`src/rtl/mem_arbiter.sv`:
```
// Single-port pmem arbiter shared by the I-side and D-side caches.
// D-side has fixed priority; a saturating starvation counter forces an I grant.
module mem_arbiter #(
  parameter int unsigned ADDR_W       = 16,
  parameter int unsigned LINE_W       = 128,
  parameter int unsigned STARVE_LIMIT = 4
) (
  input  logic              clk,
  input  logic              reset_n,
  input  logic              i_read,
  input  logic [ADDR_W-1:0] i_addr,
  output logic [LINE_W-1:0] i_rdata,
  output logic              i_resp,
  input  logic              d_read,
  input  logic              d_write,
  input  logic [ADDR_W-1:0] d_addr,
  input  logic [LINE_W-1:0] d_wdata,
  output logic [LINE_W-1:0] d_rdata,
  output logic              d_resp,
  output logic              pmem_read,
  output logic              pmem_write,
  output logic [ADDR_W-1:0] pmem_address,
  output logic [LINE_W-1:0] pmem_wdata,
  input  logic [LINE_W-1:0] pmem_rdata,
  input  logic              pmem_resp
);

  localparam int unsigned CNT_W = $clog2(STARVE_LIMIT + 1);
  localparam logic [CNT_W-1:0] LIMIT = CNT_W'(STARVE_LIMIT);

  typedef enum logic [1:0] {IDLE, BUSY_I, BUSY_D, DONE} state_e;

  state_e            state_q, state_d;
  logic [CNT_W-1:0]  starve_q, starve_d;
  logic              rd_q, rd_d;
  logic              wr_q, wr_d;
  logic [ADDR_W-1:0] addr_q, addr_d;
  logic [LINE_W-1:0] wdata_q, wdata_d;
  logic [LINE_W-1:0] i_rdata_q, i_rdata_d;
  logic [LINE_W-1:0] d_rdata_q, d_rdata_d;
  logic              i_resp_q, i_resp_d;
  logic              d_resp_q, d_resp_d;

  logic d_req;
  logic i_forced;

  assign d_req    = d_read | d_write;
  assign i_forced = i_read && (starve_q == LIMIT);

  always_ff @(posedge clk or negedge reset_n) begin
    if (!reset_n) begin
      state_q   <= IDLE;
      starve_q  <= '0;
      rd_q      <= 1'b0;
      wr_q      <= 1'b0;
      addr_q    <= '0;
      wdata_q   <= '0;
      i_rdata_q <= '0;
      d_rdata_q <= '0;
      i_resp_q  <= 1'b0;
      d_resp_q  <= 1'b0;
    end else begin
      state_q   <= state_d;
      starve_q  <= starve_d;
      rd_q      <= rd_d;
      wr_q      <= wr_d;
      addr_q    <= addr_d;
      wdata_q   <= wdata_d;
      i_rdata_q <= i_rdata_d;
      d_rdata_q <= d_rdata_d;
      i_resp_q  <= i_resp_d;
      d_resp_q  <= d_resp_d;
    end
  end

  always_comb begin
    state_d   = state_q;
    starve_d  = starve_q;
    rd_d      = rd_q;
    wr_d      = wr_q;
    addr_d    = addr_q;
    wdata_d   = wdata_q;
    i_rdata_d = i_rdata_q;
    d_rdata_d = d_rdata_q;
    i_resp_d  = 1'b0;
    d_resp_d  = 1'b0;
    unique case (state_q)
      IDLE: begin
        if (d_req && !i_forced) begin
          // Simultaneous read+write is served as a write.
          state_d = BUSY_D;
          addr_d  = d_addr;
          wdata_d = d_wdata;
          wr_d    = d_write;
          rd_d    = !d_write;
          if (i_read) starve_d = (starve_q == LIMIT) ? starve_q : starve_q + 1'b1;
          else        starve_d = '0;
        end else if (i_read) begin
          state_d  = BUSY_I;
          addr_d   = i_addr;
          wdata_d  = '0;
          rd_d     = 1'b1;
          wr_d     = 1'b0;
          starve_d = '0;
        end else begin
          starve_d = '0;
        end
      end
      BUSY_I: begin
        if (pmem_resp) begin
          i_rdata_d = pmem_rdata;
          i_resp_d  = 1'b1;
          rd_d      = 1'b0;
          wr_d      = 1'b0;
          state_d   = DONE;
        end
      end
      BUSY_D: begin
        if (pmem_resp) begin
          if (rd_q) d_rdata_d = pmem_rdata;
          d_resp_d = 1'b1;
          rd_d     = 1'b0;
          wr_d     = 1'b0;
          state_d  = DONE;
        end
      end
      DONE:    state_d = IDLE;
      default: state_d = IDLE;
    endcase
  end

  assign pmem_read    = rd_q;
  assign pmem_write   = wr_q;
  assign pmem_address = addr_q;
  assign pmem_wdata   = wdata_q;
  assign i_rdata      = i_rdata_q;
  assign d_rdata      = d_rdata_q;
  assign i_resp       = i_resp_q;
  assign d_resp       = d_resp_q;

  d_rw_exclusive: assert property (@(posedge clk) disable iff (!reset_n) !(d_read && d_write))
    else $warning("protocol error: d_read and d_write asserted together");

endmodule
```
`config.mk`:
```
export PLATFORM = sky130hd
export DESIGN_NAME = mem_arbiter
export DESIGN_NICKNAME = d
export VERILOG_FILES = /design/src/rtl/mem_arbiter.sv
export SDC_FILE = /design/constraint.sdc
export NUM_CORES = 1
export LEC_CHECK = 0
export BUFFER_PORTS_ARGS = -buffer_cell sky130_fd_sc_hd__buf_2
export CORE_AREA = 4 4 270 272
export DETAILED_ROUTE_END_ITERATION = 8
export DIE_AREA = 0 0 274 276
export PLACE_DENSITY = 0.5
export SYNTH_ARGS = -nofsm -noshare
export SYNTH_HDL_FRONTEND = slang
export SYNTH_SLANG_ARGS = --single-unit
```
`constraint.sdc`:
```
create_clock -name clk -period 2 [get_ports clk]
set_input_delay 0.2 -clock clk [delete_from_list [all_inputs] [get_ports clk]]
set_output_delay 0.2 -clock clk [all_outputs]
set_load 0.005 [all_outputs]
```
==> results.cfg <==
[outcome]
run_status = completed

[die]
dieArea_um2 = 75600
start_util_pct = 21.5
row_count = 98
die_h_um = 276
die_w_um = 274
core_area_um2 = 70800
io_pins = 698

[route]
drt_pass1_iterations = 5
antenna_left = 0
routed_wl_um = 52800
drt-vias-per-instance = 4.18
drtIter0Drc = 363
drc = 0
route.vias.total = 12406
wl_per_cell_um = 17.8

[yosys]
ys_ff_latch = 409
synth_compound_area_share_pct = 9.62
synth_cell_types = 26
yosysSeqAreaShare_pct = 67.3
synth_nets = 1269
synth_top_family_by_area = multiplexers
synth_fa_ha_area_share_pct = 0.576
synth_area_um2 = 15200
yosys_warnings = 0
yosys.area_share.simple_pct = 1.00
syn_avg_cell_area_um2 = 15.7
synthXorXnorAreaFrac_pct = 0
synth_cells = 968
synth.area.mux_share_pct = 19.3

[grt]
grt_pass1_wl_um = 81400
gr-usage-all-layers_pct = 13.5
grt_max_degree = 70
grt_pass1_vias = 13973
antenna_found_initial = 2
globalRoute.totalOverflow = 0

[sta]
maxSlewHeadroom_pct = 57.3
worst_pin_slew_ns = 0.640
max_freq_mhz = 557
fin_crit_sh_pct = 89.8
setup_viol = 0
period_minus_slack_ns = 1.80
tns_ns = 0
hold_viol_final = 0
drv_slew = 0
skew_ns = 0.0176
hold-worst-slack_ns = 0.0773
fin_ws_ns = 0.205
rsz0062_at_grt = no

[critical_path]
path_class = reg -> reg
crit_buf_inv = 2
path_cells = inv_1 > ha_1 > and3_4 > buf_4 > a22o_1
setup.worst_path.end_class = flip-flop
critPathSlowestCell = dfrtp_1
slowest_delay_ns = 0.40
cp-start-kind = flip-flop
critical_path.top_delay_family = buffers and inverters
cp_data_arrival_time_ns = 2.30
cp_max_fo = 23
critPathRequiredTime_ns = 2.50

[power_and_ir_drop]
powerDensity_nw_per_um2 = 1450
p_leak_nw = 11.9
p_clk_share_pct = 22.4
power_mw = 35.6
combPwrFrac_pct = 37.1
p_int_mw = 24.3
switching_share_pct = 31.8
switchingPower_mw = 11.3
seq_power_share_pct = 40.5
ir_worst_vdd_mv = 0.731

[clock_tree]
clock_latency_ns = 0.56
cts-buffers-inserted = 46
cts_tree = yes
cts_buffer_depth = 3
clkTransAtPathRegs_ns = 0.06
cts-root-buf = clkbuf_16
cts_sinks = 409
ctsHtreeMaxLevel = 2

[min_path]
hold_class = in -> reg

[finish]
fin_cells = 2967
nNetsFinal = 2290
area_growth_pct = 61.4
final_area_um2 = 24500
drive_above_1_share_pct = 53.4
final_core_utilization_pct = 34.7

[placement]
place_area_um2 = 20200
dp_hpwl_um = 38300
gp_congestion = 0.818
io_buffer_count = 697
pre_cts_slack_ns = 0.182
dpl.cell_count = 2601

[run]
drv_cap = 0
-- cell usage after synthesis (all sizes together) --
master | count | area (um2)
dfrtp | 409 | 10200
mux2 | 260 | 2930
a22o | 128 | 1120
buf | 47 | 238
clkbuf | 19 | 71.3
a31oi | 18 | 113
nor2 | 18 | 67.6
a21oi | 17 | 85.1
o21ai | 17 | 85.1
ha | 7 | 87.6
inv | 6 | 22.5
nand2 | 3 | 11.3
nor2b | 3 | 18.8
and2 | 2 | 12.5
and3 | 2 | 12.5
nand3 | 2 | 10.0
o22ai | 2 | 12.5
a221oi | 1 | 8.76
a22oi | 1 | 7.51
mux2i | 1 | 10.0
nand4 | 1 | 6.26
nor3b | 1 | 7.51
o31a | 1 | 8.76
o31ai | 1 | 21.3
or2 | 1 | 6.26
-- cell type report --
cell class / instances / area [um2]
flip-flops and latches: 409 / 10200
clock buffers: 67 / 1310
multi-input cells: 487 / 4660
diodes: 1 / 2.50
inverters: 6 / 22.5
repair buffers: 1039 / 7040
fillers: 6940 / 46200
clock inverters: 8 / 92.6
well taps: 950 / 1190
-- state kept, by name, indices dropped and copies added (netlist names) --
name,flops
pmem_wdata,128
d_rdata,128
pmem_address,16
i_resp,1
d_resp,1
pmem_read,1
pmem_write,1
state_q,2
starve_q,3
i_rdata,128
-- layer usage --
layer	track usage, %	part of all wire, %	wire length (um)	vias up
met5	0	0.017	9	-
met4	5.45	4.1	2170	2
met3	2.88	6.4	3400	120
met2	24.5	51	27000	487
met1	15.2	38	20200	6225
li1	-	-	-	5572
-- layout by cell type (no fill, tap or decap), drive strengths merged --
| master | count |
|---|---|
| dlygate4sd3 | 290 |
| diode | 1 |
| clkinv | 3 |
| buf | 749 |
| nand2 | 3 |
| nor2b | 3 |
| a31oi | 18 |
| nor2 | 18 |
| o31a | 1 |
| o22ai | 2 |
| and2 | 2 |
| dfrtp | 409 |
| a21oi | 17 |
| nand3 | 2 |
| mux2 | 260 |
| and3 | 2 |
| o21ai | 17 |
| bufinv | 1 |
| ha | 7 |
| nor3b | 1 |
| a22oi | 1 |
| nand4 | 1 |
| or2 | 1 |
| clkinvlp | 2 |
| a221oi | 1 |
| clkbuf | 67 |
| a22o | 128 |
| mux2i | 1 |
| inv | 8 |
| o31ai | 1 |
-- path summary, 6_finish.rpt --
kind,slack [ns],to,from,depth (start not counted)
max,0.20,pmem_wdata[94],state_q[1],5
min,0.08,pmem_read,d_write,3
max reg2reg,0.20,pmem_wdata[94],state_q[1],5
min reg2reg,0.50,d_rdata[14],d_rdata[14],1
max in group asynchronous,1.09,pmem_address[7],reset_n,3
min in group asynchronous,0.20,i_rdata[56],reset_n,2
-- kinds of logic (layout without fill, tap and decap cells) --
group	count (synthesis)	after routing
fa+ha+maj	7	7
simple gates	33	33
compound gates	186	186
mux	261	261
other cells	0	1
buf+inv	72	1120
flops	409	409
-- power by group through the flow --
stage	registers (mW)	clock network (mW)	logic [mW]
after floorplan	14.6	0	5.83
after detailed placement	14.5	0	13.0
after global routing	14.9	8.64	14.4
after CTS	14.5	8.30	13.4
final	14.4	7.97	13.2
after global placement	14.5	0	12.7
-- tightest hold or removal path, stage by stage --
cell     delay, ns
buf_2         0.14
a21oi_1       0.12
mux2_2        0.15
-- repair_timing --
item | CTS | global route
gates resized for setup | 0 | 0
setup buffers | 0 | 0
hold buffers | 290 | 0
endpoints found under the hold margin | 442 | 0
Power figures use the tool's default switching activity.
